--- config.mk ---
export PLATFORM = sky130hd
export DESIGN_NAME = cdb_arbiter_flat
export DESIGN_NICKNAME = d
export VERILOG_FILES = /design/src/rtl/cdb_pkg.sv /design/src/rtl/cdb_arbiter_if.sv /design/src/rtl/cdb_fifo.sv /design/src/rtl/cdb_arbiter.sv /design/src/flat_wrapper.sv
export SDC_FILE = /design/constraint.sdc
export NUM_CORES = 1
export LEC_CHECK = 0
export CAP_MARGIN = 20
export CORE_ASPECT_RATIO = 2
export CORE_MARGIN = 2
export CORE_UTILIZATION = 46
export DETAILED_ROUTE_END_ITERATION = 8
export PLACE_DENSITY = 0.72
export SYNTH_ARGS = -nofsm -noshare
export SYNTH_HDL_FRONTEND = slang
export SYNTH_SLANG_ARGS = --single-unit
--- constraint.sdc ---
create_clock -name clk -period 2.9 [get_ports clk]
set_input_delay 0.87 -clock clk [delete_from_list [all_inputs] [get_ports clk]]
set_output_delay 0.87 -clock clk [all_outputs]
set_load 0.01 [all_outputs]
--- src/rtl/cdb_pkg.sv ---
// Shared constants, result-entry type and round-robin helper for the CDB arbiter.
package cdb_pkg;

    localparam int unsigned TAG_W  = 6;
    localparam int unsigned DATA_W = 32;
    localparam int unsigned ROB_W  = 5;

    typedef struct packed {
        logic [TAG_W-1:0]  tag;
        logic [DATA_W-1:0] data;
        logic              regdest;
        logic [ROB_W-1:0]  rob_id;
    } cdb_entry_t;

    // Pointer to the source after the winner, wrapping at n.
    function automatic int unsigned rr_next(input int unsigned winner, input int unsigned n);
        return (winner + 1 >= n) ? 0 : winner + 1;
    endfunction

endpackage

--- src/rtl/cdb_arbiter_if.sv ---
// Functional-unit result bus and CDB broadcast bus of the CDB arbiter.
interface cdb_arbiter_if #(
    parameter int unsigned N_FU = 3
) ();
    import cdb_pkg::*;

    logic [N_FU-1:0]        fu_valid;
    logic [N_FU-1:0]        fu_ready;
    logic [N_FU*TAG_W-1:0]  fu_tag;
    logic [N_FU*DATA_W-1:0] fu_data;
    logic [N_FU-1:0]        fu_regdest;
    logic [N_FU*ROB_W-1:0]  fu_rob_id;

    logic                   cdb_valid;
    logic [TAG_W-1:0]       cdb_tag;
    logic [DATA_W-1:0]      cdb_data;
    logic                   cdb_regdest;
    logic [ROB_W-1:0]       cdb_rob_id;

    // Producer/consumer side: FUs offering results and PRF/ROB/RS receiving broadcasts.
    modport master (
        output fu_valid, fu_tag, fu_data, fu_regdest, fu_rob_id,
        input  fu_ready, cdb_valid, cdb_tag, cdb_data, cdb_regdest, cdb_rob_id
    );

    modport slave (
        input  fu_valid, fu_tag, fu_data, fu_regdest, fu_rob_id,
        output fu_ready, cdb_valid, cdb_tag, cdb_data, cdb_regdest, cdb_rob_id
    );

endinterface

--- src/rtl/cdb_fifo.sv ---
// Per-FU result queue: DEPTH-entry FIFO with occupancy count and synchronous flush.
module cdb_fifo import cdb_pkg::*; #(
    parameter  int unsigned DEPTH = 2,
    localparam int unsigned AW    = $clog2(DEPTH),
    localparam int unsigned CW    = AW + 1
) (
    input  logic          clk,
    input  logic          rst,
    input  logic          flush,
    input  logic          push,
    input  logic          pop,
    input  cdb_entry_t    wr_entry,
    output cdb_entry_t    head,
    output logic          empty,
    output logic [CW-1:0] count
);

    cdb_entry_t     mem [DEPTH];
    logic [AW-1:0]  wr_ptr;
    logic [AW-1:0]  rd_ptr;
    logic           do_push;
    logic           do_pop;

    // Fullness is judged on the pre-edge count, so a full queue never takes a push
    // in the cycle it pops.
    assign do_push = push && (count < CW'(DEPTH)) && !flush;
    assign do_pop  = pop && !empty && !flush;
    assign empty   = (count == '0);
    assign head    = mem[rd_ptr];

    always_ff @(posedge clk or negedge rst) begin
        if (!rst) begin
            wr_ptr <= '0;
            rd_ptr <= '0;
            count  <= '0;
        end else if (flush) begin
            wr_ptr <= '0;
            rd_ptr <= '0;
            count  <= '0;
        end else begin
            if (do_push) wr_ptr <= wr_ptr + 1'b1;
            if (do_pop)  rd_ptr <= rd_ptr + 1'b1;
            count <= count + CW'(do_push) - CW'(do_pop);
        end
    end

    always_ff @(posedge clk) begin
        if (do_push) mem[wr_ptr] <= wr_entry;
    end

endmodule

--- src/rtl/cdb_arbiter.sv ---
// Round-robin Common Data Bus arbiter feeding the PRF write port, ROB and RS.
// Define CDB_FWD_EN to add the two-port operand-forwarding window.
module cdb_arbiter import cdb_pkg::*; #(
    parameter int unsigned N_FU  = 3,
    parameter int unsigned DEPTH = 2
) (
    input  logic              clk,
    input  logic              rst,
    input  logic              flush,
    cdb_arbiter_if.slave      bus
`ifdef CDB_FWD_EN
    ,
    input  logic [TAG_W-1:0]  rd_tag_rs,
    input  logic [TAG_W-1:0]  rd_tag_rt,
    output logic              fwd_hit_rs,
    output logic              fwd_hit_rt,
    output logic [DATA_W-1:0] fwd_data_rs,
    output logic [DATA_W-1:0] fwd_data_rt
`endif
);

    localparam int unsigned PTR_W = (N_FU > 1) ? $clog2(N_FU) : 1;
    localparam int unsigned CW    = $clog2(DEPTH) + 1;

    cdb_entry_t       heads  [N_FU];
    logic [CW-1:0]    counts [N_FU];
    logic [N_FU-1:0]  empty;
    logic [N_FU-1:0]  pop;

    logic             grant;
    logic [PTR_W-1:0] winner;
    logic [PTR_W-1:0] idx;
    logic [PTR_W-1:0] rr_ptr;
    cdb_entry_t       win_entry;

    logic             cdb_vld;
    cdb_entry_t       cdb_out;

    for (genvar i = 0; i < N_FU; i++) begin : g_fifo
        cdb_entry_t wr_entry;

        assign wr_entry = '{
            tag:     bus.fu_tag[i*TAG_W +: TAG_W],
            data:    bus.fu_data[i*DATA_W +: DATA_W],
            regdest: bus.fu_regdest[i],
            rob_id:  bus.fu_rob_id[i*ROB_W +: ROB_W]
        };

        cdb_fifo #(
            .DEPTH (DEPTH)
        ) u_fifo (
            .clk      (clk),
            .rst      (rst),
            .flush    (flush),
            .push     (bus.fu_valid[i]),
            .pop      (pop[i]),
            .wr_entry (wr_entry),
            .head     (heads[i]),
            .empty    (empty[i]),
            .count    (counts[i])
        );

        assign bus.fu_ready[i] = (counts[i] < CW'(DEPTH));
    end

    // First non-empty queue scanning upward from rr_ptr, modulo N_FU.
    always_comb begin
        grant  = 1'b0;
        winner = '0;
        idx    = '0;
        for (int unsigned k = 0; k < N_FU; k++) begin
            idx = PTR_W'((32'(rr_ptr) + k) % N_FU);
            if (!grant && !empty[idx]) begin
                grant  = 1'b1;
                winner = idx;
            end
        end
    end

    assign win_entry = heads[winner];

    always_comb begin
        pop = '0;
        if (grant && !flush) pop[winner] = 1'b1;
    end

    always_ff @(posedge clk or negedge rst) begin
        if (!rst) begin
            rr_ptr  <= '0;
            cdb_vld <= 1'b0;
            cdb_out <= '0;
        end else if (flush) begin
            rr_ptr  <= '0;
            cdb_vld <= 1'b0;
        end else if (grant) begin
            rr_ptr          <= PTR_W'(rr_next(32'(winner), N_FU));
            cdb_vld         <= 1'b1;
            cdb_out.tag     <= win_entry.tag;
            cdb_out.data    <= win_entry.data;
            // Physical register 0 is never written.
            cdb_out.regdest <= win_entry.regdest && (win_entry.tag != '0);
            cdb_out.rob_id  <= win_entry.rob_id;
        end else begin
            cdb_vld <= 1'b0;
        end
    end

    assign bus.cdb_valid   = cdb_vld;
    assign bus.cdb_tag     = cdb_out.tag;
    assign bus.cdb_data    = cdb_out.data;
    assign bus.cdb_regdest = cdb_out.regdest;
    assign bus.cdb_rob_id  = cdb_out.rob_id;

`ifdef CDB_FWD_EN
    logic [TAG_W-1:0]  held_tag;
    logic [DATA_W-1:0] held_data;
    logic              held_vld;
    logic              cur_wr;

    assign cur_wr = cdb_vld && cdb_out.regdest;

    always_ff @(posedge clk or negedge rst) begin
        if (!rst) begin
            held_tag  <= '0;
            held_data <= '0;
            held_vld  <= 1'b0;
        end else if (flush) begin
            held_vld  <= 1'b0;
        end else begin
            held_tag  <= cdb_out.tag;
            held_data <= cdb_out.data;
            held_vld  <= cur_wr;
        end
    end

    // The live broadcast is newer than the held entry, so it wins on a double match.
    always_comb begin
        fwd_hit_rs  = 1'b0;
        fwd_data_rs = '0;
        if (rd_tag_rs != '0) begin
            if (cur_wr && cdb_out.tag == rd_tag_rs) begin
                fwd_hit_rs  = 1'b1;
                fwd_data_rs = cdb_out.data;
            end else if (held_vld && held_tag == rd_tag_rs) begin
                fwd_hit_rs  = 1'b1;
                fwd_data_rs = held_data;
            end
        end
    end

    always_comb begin
        fwd_hit_rt  = 1'b0;
        fwd_data_rt = '0;
        if (rd_tag_rt != '0) begin
            if (cur_wr && cdb_out.tag == rd_tag_rt) begin
                fwd_hit_rt  = 1'b1;
                fwd_data_rt = cdb_out.data;
            end else if (held_vld && held_tag == rd_tag_rt) begin
                fwd_hit_rt  = 1'b1;
                fwd_data_rt = held_data;
            end
        end
    end
`endif

endmodule

--- src/flat_wrapper.sv ---
// flat-port wrapper written by rule: the top's interface ports become plain ports
module cdb_arbiter_flat import cdb_pkg::*;
#(
    parameter int unsigned N_FU  = 3,
    parameter int unsigned DEPTH = 2
)
  (clk, rst, flush, bus_fu_valid, bus_fu_tag, bus_fu_data, bus_fu_regdest, bus_fu_rob_id, bus_fu_ready, bus_cdb_valid, bus_cdb_tag, bus_cdb_data, bus_cdb_regdest, bus_cdb_rob_id);
  cdb_arbiter_if #(.N_FU(N_FU)) bus_i ();
  input  logic clk;
  input  logic rst;
  input  logic flush;
  input wire logic [$bits(bus_i.fu_valid)-1:0] bus_fu_valid;
  input wire logic [$bits(bus_i.fu_tag)-1:0] bus_fu_tag;
  input wire logic [$bits(bus_i.fu_data)-1:0] bus_fu_data;
  input wire logic [$bits(bus_i.fu_regdest)-1:0] bus_fu_regdest;
  input wire logic [$bits(bus_i.fu_rob_id)-1:0] bus_fu_rob_id;
  output wire logic [$bits(bus_i.fu_ready)-1:0] bus_fu_ready;
  output wire logic [$bits(bus_i.cdb_valid)-1:0] bus_cdb_valid;
  output wire logic [$bits(bus_i.cdb_tag)-1:0] bus_cdb_tag;
  output wire logic [$bits(bus_i.cdb_data)-1:0] bus_cdb_data;
  output wire logic [$bits(bus_i.cdb_regdest)-1:0] bus_cdb_regdest;
  output wire logic [$bits(bus_i.cdb_rob_id)-1:0] bus_cdb_rob_id;
  assign bus_i.fu_valid = bus_fu_valid;
  assign bus_i.fu_tag = bus_fu_tag;
  assign bus_i.fu_data = bus_fu_data;
  assign bus_i.fu_regdest = bus_fu_regdest;
  assign bus_i.fu_rob_id = bus_fu_rob_id;
  assign bus_fu_ready = bus_i.fu_ready;
  assign bus_cdb_valid = bus_i.cdb_valid;
  assign bus_cdb_tag = bus_i.cdb_tag;
  assign bus_cdb_data = bus_i.cdb_data;
  assign bus_cdb_regdest = bus_i.cdb_regdest;
  assign bus_cdb_rob_id = bus_i.cdb_rob_id;
  cdb_arbiter #(.N_FU(N_FU), .DEPTH(DEPTH)) u_core (.clk(clk), .rst(rst), .flush(flush), .bus(bus_i));
endmodule
== After elaboration in Yosys (flattened, before gate mapping) ==
Memory sizes are Yosys's and may differ from the RTL's.
Index checks and enable logic that the tools add are counted.
Storage, ports and cells
  register bits: 59
  memory bits (writable): 264
  bits of input ports: 138
  output and inout bits: 48
  logic and storage cells: 128
  memories kept: 3
Memories
  u_core.g_fifo[0].u_fifo.mem: depth 2, bits a word 44, read ports 1, clocked after memory_dff 0, wr ports 1, line cdb_fifo.sv:18  | cdb_entry_t mem [DEPTH];
  u_core.g_fifo[1].u_fifo.mem: depth 2, bits a word 44, read ports 1, clocked after memory_dff 0, wr ports 1, line cdb_fifo.sv:18
  u_core.g_fifo[2].u_fifo.mem: depth 2, bits a word 44, read ports 1, clocked after memory_dff 0, wr ports 1, line cdb_fifo.sv:18
Operators by class
  add/subtract/negate cells: 15
  divide/modulo/power cells: 3
  order comparisons: 10
  muxes and demuxes: 44
  bitwise logic cells: 2
  reductions and logical operators: 36
Operators by type and width (count)
  binary-select mux 44 bit (select 2 bit): 1
  2-to-1 mux 44 bit: 2
  remainder unit 32 x 2 -> 32 bit, second input constant: 2
  remainder unit 2 x 2 -> 32 bit, second input constant: 1
  2-to-1 mux 1 bit: 27
  2-to-1 mux 2 bit: 9
  logical AND 1 bit: 17
  nonzero test 2 bit: 7
  less-than comparator 2 x 3 -> 1 bit, second input constant: 4
  logical NOT 1 bit: 7
  adder 1 bit, second input constant: 6
  adder 2 x 1 -> 2 bit: 3
  adder 2 x 1 -> 3 bit, second input constant: 2
  binary-select mux 1 bit (select 2 bit): 3
  logical NOT 2 bit: 3
  less-than comparator 2 bit, second input constant: 3
  nonzero test 6 bit: 1
  subtractor 2 x 1 -> 2 bit: 3
  adder 2 x 2 -> 3 bit, second input constant: 1
  >= comparator 3 x 2 -> 1 bit, second input constant: 1
  >= comparator 3 bit, second input constant: 1
  2-to-1 mux 3 bit: 1
  NOT 2 -> 3 bit: 1
  demux 1 bit (select 2 bit): 1
  3 further kinds: 3

== Longest topological paths before layout ==
  word-level depth: 19
  gate-level depth with buffers: 16
  depth with buffers taken out: 13

== Hierarchy ==
A second synthesis with hierarchy kept.
Unflattened totals
  cell total of the unflattened synthesis: 800
  area total of the unflattened synthesis: 13878.3 um^2
Modules (own cells, without submodules)
  cdb_fifo: times used 3, cells an instance 161, area an instance 3595.9 um^2, seq. area each 2742.6 um^2
  cdb_arbiter: times used 1, cells an instance 317, area an instance 3090.5 um^2, seq. area each 1176.1 um^2

== Worst setup path before layout ==
Ideal clock, no wire load.
  kind: input port to flip-flop
  from: input bus_fu_valid[0]
  to: memory u_core.g_fifo[0].u_fifo.mem[0][0] in the netlist's numbering, enable pin
  library setup time: 0.445 ns
  arrival: 3.014 ns
  required time: 2.455 ns
  setup slack: -0.559 ns
  stages: 3
  path buffers: 0
  cell sequence: nor2b_1 > nand2b_1 > nor2_1
Between the ends
  longest elaborated chain between the ends: 4
Ends and longest elaborated chain
  start: declaration: line flat_wrapper.sv:12  | input wire logic [$bits(bus_i.fu_valid)-1:0] bus_fu_valid;
  logical AND 1 bit (2 in series): line cdb_fifo.sv:26  | assign do_push = push && (count < CW'(DEPTH)) && !flush;
  2-to-1 mux 1 bit: line cdb_fifo.sv:48  | if (do_push) mem[wr_ptr] <= wr_entry;
  2-to-1 mux 1 bit (implied by the code): line cdb_fifo.sv:48
  end: declaration: line cdb_fifo.sv:18
Every way passes these cells.

== Worst setup path after layout ==
  from: register u_core.rr_ptr[0]
  to: register u_core.g_fifo[0].u_fifo.count[1]
Between the ends
  longest elaborated chain between the ends: 19
  elaborated cells between the ends (all ways): 33
  classes of those cells: 3 x add/sub; 3 x div; 2 x order compare; 16 x mux; 9 x reduce/logical
Ends and longest elaborated chain
  start: declaration: line cdb_arbiter.sv:33  | logic [PTR_W-1:0] rr_ptr;
  start signal: assignment: line cdb_arbiter.sv:96  | rr_ptr <= PTR_W'(rr_next(32'(winner), N_FU));
  adder 2 x 1 -> 3 bit: line cdb_arbiter.sv:72  | idx = PTR_W'((32'(rr_ptr) + k) % N_FU);
  remainder unit 32 x 2 -> 32 bit: line cdb_arbiter.sv:72
  binary-select mux 1 bit (select 2 bit): line cdb_arbiter.sv:73  | if (!grant && !empty[idx]) begin
  2-to-1 mux 1 bit (implied by the code): line cdb_arbiter.sv:73
  logical NOT 1 bit: line cdb_arbiter.sv:73
  logical AND 1 bit: line cdb_arbiter.sv:73
  2-to-1 mux 1 bit: line cdb_arbiter.sv:73
  logical NOT 1 bit: line cdb_arbiter.sv:73
  (+2 left out)
  less-than comparator 2 x 3 -> 1 bit (implied by the code) or >= comparator 2 x 1 -> 1 bit (tied branches): line cdb_arbiter.sv:84  | if (grant && !flush) pop[winner] = 1'b1;
  logical AND 1 bit (implied by the code): line cdb_arbiter.sv:84
  2-to-1 mux 1 bit (implied by the code): line cdb_arbiter.sv:84
  demux 1 bit (select 2 bit)
  2-to-1 mux 3 bit *: line cdb_arbiter.sv:84
  logical AND 1 bit * (2 in series): line cdb_fifo.sv:27  | assign do_pop = pop && !empty && !flush;
  subtractor 2 x 1 -> 2 bit *: line cdb_fifo.sv:43  | count <= count + CW'(do_push) - CW'(do_pop);
  2-to-1 mux 2 bit *: line cdb_fifo.sv:36  | end else if (flush) begin
  end signal: assignment: line cdb_fifo.sv:43
  end: declaration: line cdb_fifo.sv:15  | output logic [CW-1:0] count
Mark *: on every way between the ends. The rest lies on a longest branch, timed or not. The select of a mux whose other input is x is not followed.
A chain may end at the register's enable or synchronous reset.

==> out/qor.yml <==
irDropWorstVdd_mv: 0.641
syn-num-nets: 990
area_delta_synth_final_pct: 26.9
grt_max_degree: 59
yosysWarnings: 0
finalSetupTns_ns: 0
vias: 7845
initial_core_util_pct: 46.9
drv_cap: 0
seqCellArea_um2: 9410
synth_async_sr_flop_share_pct: 18.3
powerDensity_nw_per_um2: 948
grt_remaining_overflow: 0
netlist_instances: 843
required_ns: 3.32
via_per_inst: 5.50
htree_levels: 1
die_x_um: 122
place_area_um2: 15400
ys_types: 51
io_buffers: 185
slew_violations: 0
crit_type: "flop to flop"
nNetsFinal: 1193
boundaryPins: 186
worst_setup_hold_path_clk_slew_ns: 0.07
antenna_found_initial: 8
dieArea_um2: 29500
wl_per_cell_um: 21.7
finalPower_mw: 15.5
drtIter0Drc: 429
first_pass_iters: 4
grtUsageTotal_pct: 21.0
num-fill-cells: 2181
fin_util_pct: 59.5
wirelength_um: 30900
synth_flop_cell: "edfxtp_1"
startpoint_type: "flop"
skew_ns: 0.00924
syn_area_um2: 12900
drc_errors: 0
maxSlewHeadroom_pct: 46.6
cts.path.max_buffers: 3
min_period_ns: 2.73
grt_pass1_wl_um: 45600
antenna_left: 0
post-place-cells: 1367
placement_rows: 86
fmax_mhz: 367
seq_area_frac_synth_pct: 72.9
synth_edf_count: 264
core_um2: 27500
fin_area_um2: 16400
cts.sinks: 323
power_leakage_nw: 5.52
rsz0062_at_grt: "yes"
hold_path_class: "primary input to asynchronous set/reset pin"
final_cells: 1426
cts-root-buf: "clkbuf_16"
avgSynthCellArea_um2: 15.3
hold_violations: 0
drive_gt1_share_pct: 14.0
multi_input_area_um2: 3320
worst_pin_slew_ns: 0.800
cts_hold_buf: 0
final-setup-viol-count: 0
die_y_um: 241
status: "finished, final reports clean"
grt_pass1_vias: 8153
worstPathArrival_ns: 3.15
end_kind: "flop"
cts_tree: "built"
clock_latency_ns: 0.54
fin_crit_sh_pct: 94.0
numCtsBuffers: 26
place_hpwl_um: 20000
cp_max_fo: 7
ys_seq_elements: 323
place.gp.congestion: 0.835
-- stage by stage --
| step | setup slack, ns | hold WS, ns |
|---|---|---|
| floorplan | -0.559 | 0.478 |
| global placement | 0.0548 | 0.492 |
| detailed placement | 0.0367 | 0.525 |
| CTS | 0.0715 | 0.435 |
| global route | -0.0123 | 0.463 |
| finish | 0.174 | 0.418 |
-- metal layers --
layer / wire length [um] / part of all wire [%] / global-route usage [%] / vias to the layer above
met5: 0 / 0 / 0 / -
met4: 1170 / 3.8 / 10.5 / 0
met3: 1370 / 4.4 / 2.08 / 62
met2: 17200 / 56 / 38.6 / 275
met1: 11200 / 36 / 23.9 / 3920
li1: - / - / - / 3588
-- critical path: stages (launching register included) --
cell and delay, ns:
dfrtp_1 0.40, inv_1 0.13, ha_4 0.25, or3_4 0.41
o211ai_1 0.11, o21a_2 0.22, nand2_1 0.08, nor3_2 0.23
ha_1 0.26, inv_1 0.06, ha_1 0.14, xnor2_1 0.13
xnor2_1 0.14, nor2_1 0.05
-- timing repair --
action                     in CTS  in global routing
buffers inserted                0                  3
gates resized for setup         0                  6
setup endpoints to repair       0                  6
-- flip-flops by register name, indices dropped and copies added (netlist names) --
signal	count
u_core.rr_ptr	2
u_core.bus.cdb_regdest	1
u_core.g_fifo.u_fifo.rd_ptr	3
u_core.bus.cdb_tag	6
u_core.g_fifo.u_fifo.count	6
u_core.bus.cdb_data	32
u_core.bus.cdb_rob_id	5
u_core.bus.cdb_valid	1
u_core.g_fifo.u_fifo.wr_ptr	3
u_core.g_fifo.u_fifo.mem	264
-- placed cells by master, fill, tap and decap left out, types with 3 or more instances in the layout --
master,count
clkbuf_16,27
mux2i_1,89
nor2_1,56
diode_2,8
ha_1,7
xnor2_1,9
edfxtp_1,264
clkinvlp_4,3
clkdlybuf4s50_1,184
a21oi_1,51
buf_12,10
a32oi_1,37
o21ai_0,6
nor3_1,8
nand2b_1,3
nor2_4,7
clkbuf_1,6
clkinv_2,3
inv_1,14
dfrtp_1,55
a211oi_1,7
nand2_1,80
buf_4,31
clkinv_1,3
mux2_2,40
clkbuf_8,3
nor2b_1,13
-- cell usage after synthesis (2+ instances only) --
cell | count | area share [%]
nand4b_1 | 2 | 0.14
a211oi_1 | 8 | 0.47
o22ai_1 | 2 | 0.097
clkbuf_1 | 30 | 0.87
nor3_1 | 9 | 0.35
nand4_1 | 2 | 0.097
o31ai_1 | 2 | 0.12
edfxtp_1 | 264 | 61
nor3b_2 | 2 | 0.19
nor2b_1 | 13 | 0.63
nand3_1 | 3 | 0.12
mux2_2 | 40 | 3.5
buf_4 | 4 | 0.23
and3_1 | 2 | 0.097
a32oi_1 | 37 | 2.5
mux2i_1 | 89 | 6.9
buf_2 | 12 | 0.47
inv_1 | 14 | 0.41
a21oi_1 | 51 | 2.0
nand2_1 | 80 | 2.3
o211ai_1 | 2 | 0.12
ha_1 | 9 | 0.87
o21ai_0 | 6 | 0.23
buf_1 | 3 | 0.087
nor2_1 | 62 | 1.8
xnor2_1 | 9 | 0.61
xor2_1 | 2 | 0.14
dfrtp_1 | 59 | 11
nand2b_1 | 3 | 0.15
-- where the power goes --
part           switching (mW)  internal (mW)  total (mW)
registers               0.540           5.77        6.31
clock network            1.56           1.97        3.52
logic                    3.17           2.53        5.69
total                    5.26           10.3        15.5
-- worst paths after layout --
| kind | slack [ns] | endpoint | from | cells past startpoint |
|---|---|---|---|---|
| min in group clk | 0.54 | u_core.bus.cdb_data[14]$_DFFE_PN0N_ | u_core.bus.cdb_data[14]$_DFFE_PN0N_ | 2 |
| worst max-delay path | 0.17 | u_core.g_fifo[0].u_fifo.count[1]$_DFF_PN0_ | u_core.rr_ptr[0]$_DFFE_PN0P_ | 13 |
| worst min-delay path | 0.42 | u_core.bus.cdb_data[30]$_DFFE_PN0N_ | rst | 1 |
| max in group asynchronous | 1.84 | u_core.bus.cdb_data[7]$_DFFE_PN0N_ | rst | 2 |
| worst max register to register | 0.17 | u_core.g_fifo[0].u_fifo.count[1]$_DFF_PN0_ | u_core.rr_ptr[0]$_DFFE_PN0P_ | 13 |
| worst min register to register | 0.54 | u_core.bus.cdb_data[14]$_DFFE_PN0N_ | u_core.bus.cdb_data[14]$_DFFE_PN0N_ | 2 |
-- cell type report --
class                   instances  area share, %
diodes                          8          0.122
clock inverters                12          0.718
well taps                     352           2.69
multi-input cells             456           20.3
clock buffers                  36           4.51
inverters                      14          0.321
repair buffers                225           13.9
flip-flops and latches        323           57.5
-- cell families after synthesis --
| kind of cell | count (synthesis) | share of synthesized area, % |
|---|---|---|
| flops | 323 | 72.9 |
| compound gates | 120 | 6.52 |
| buf+inv | 64 | 2.15 |
| simple gates | 187 | 6.47 |
| fa+ha+maj | 9 | 0.872 |
| mux | 129 | 10.4 |
| xor+xnor | 11 | 0.746 |
Note: power is estimated with default switching activity, not from simulation.
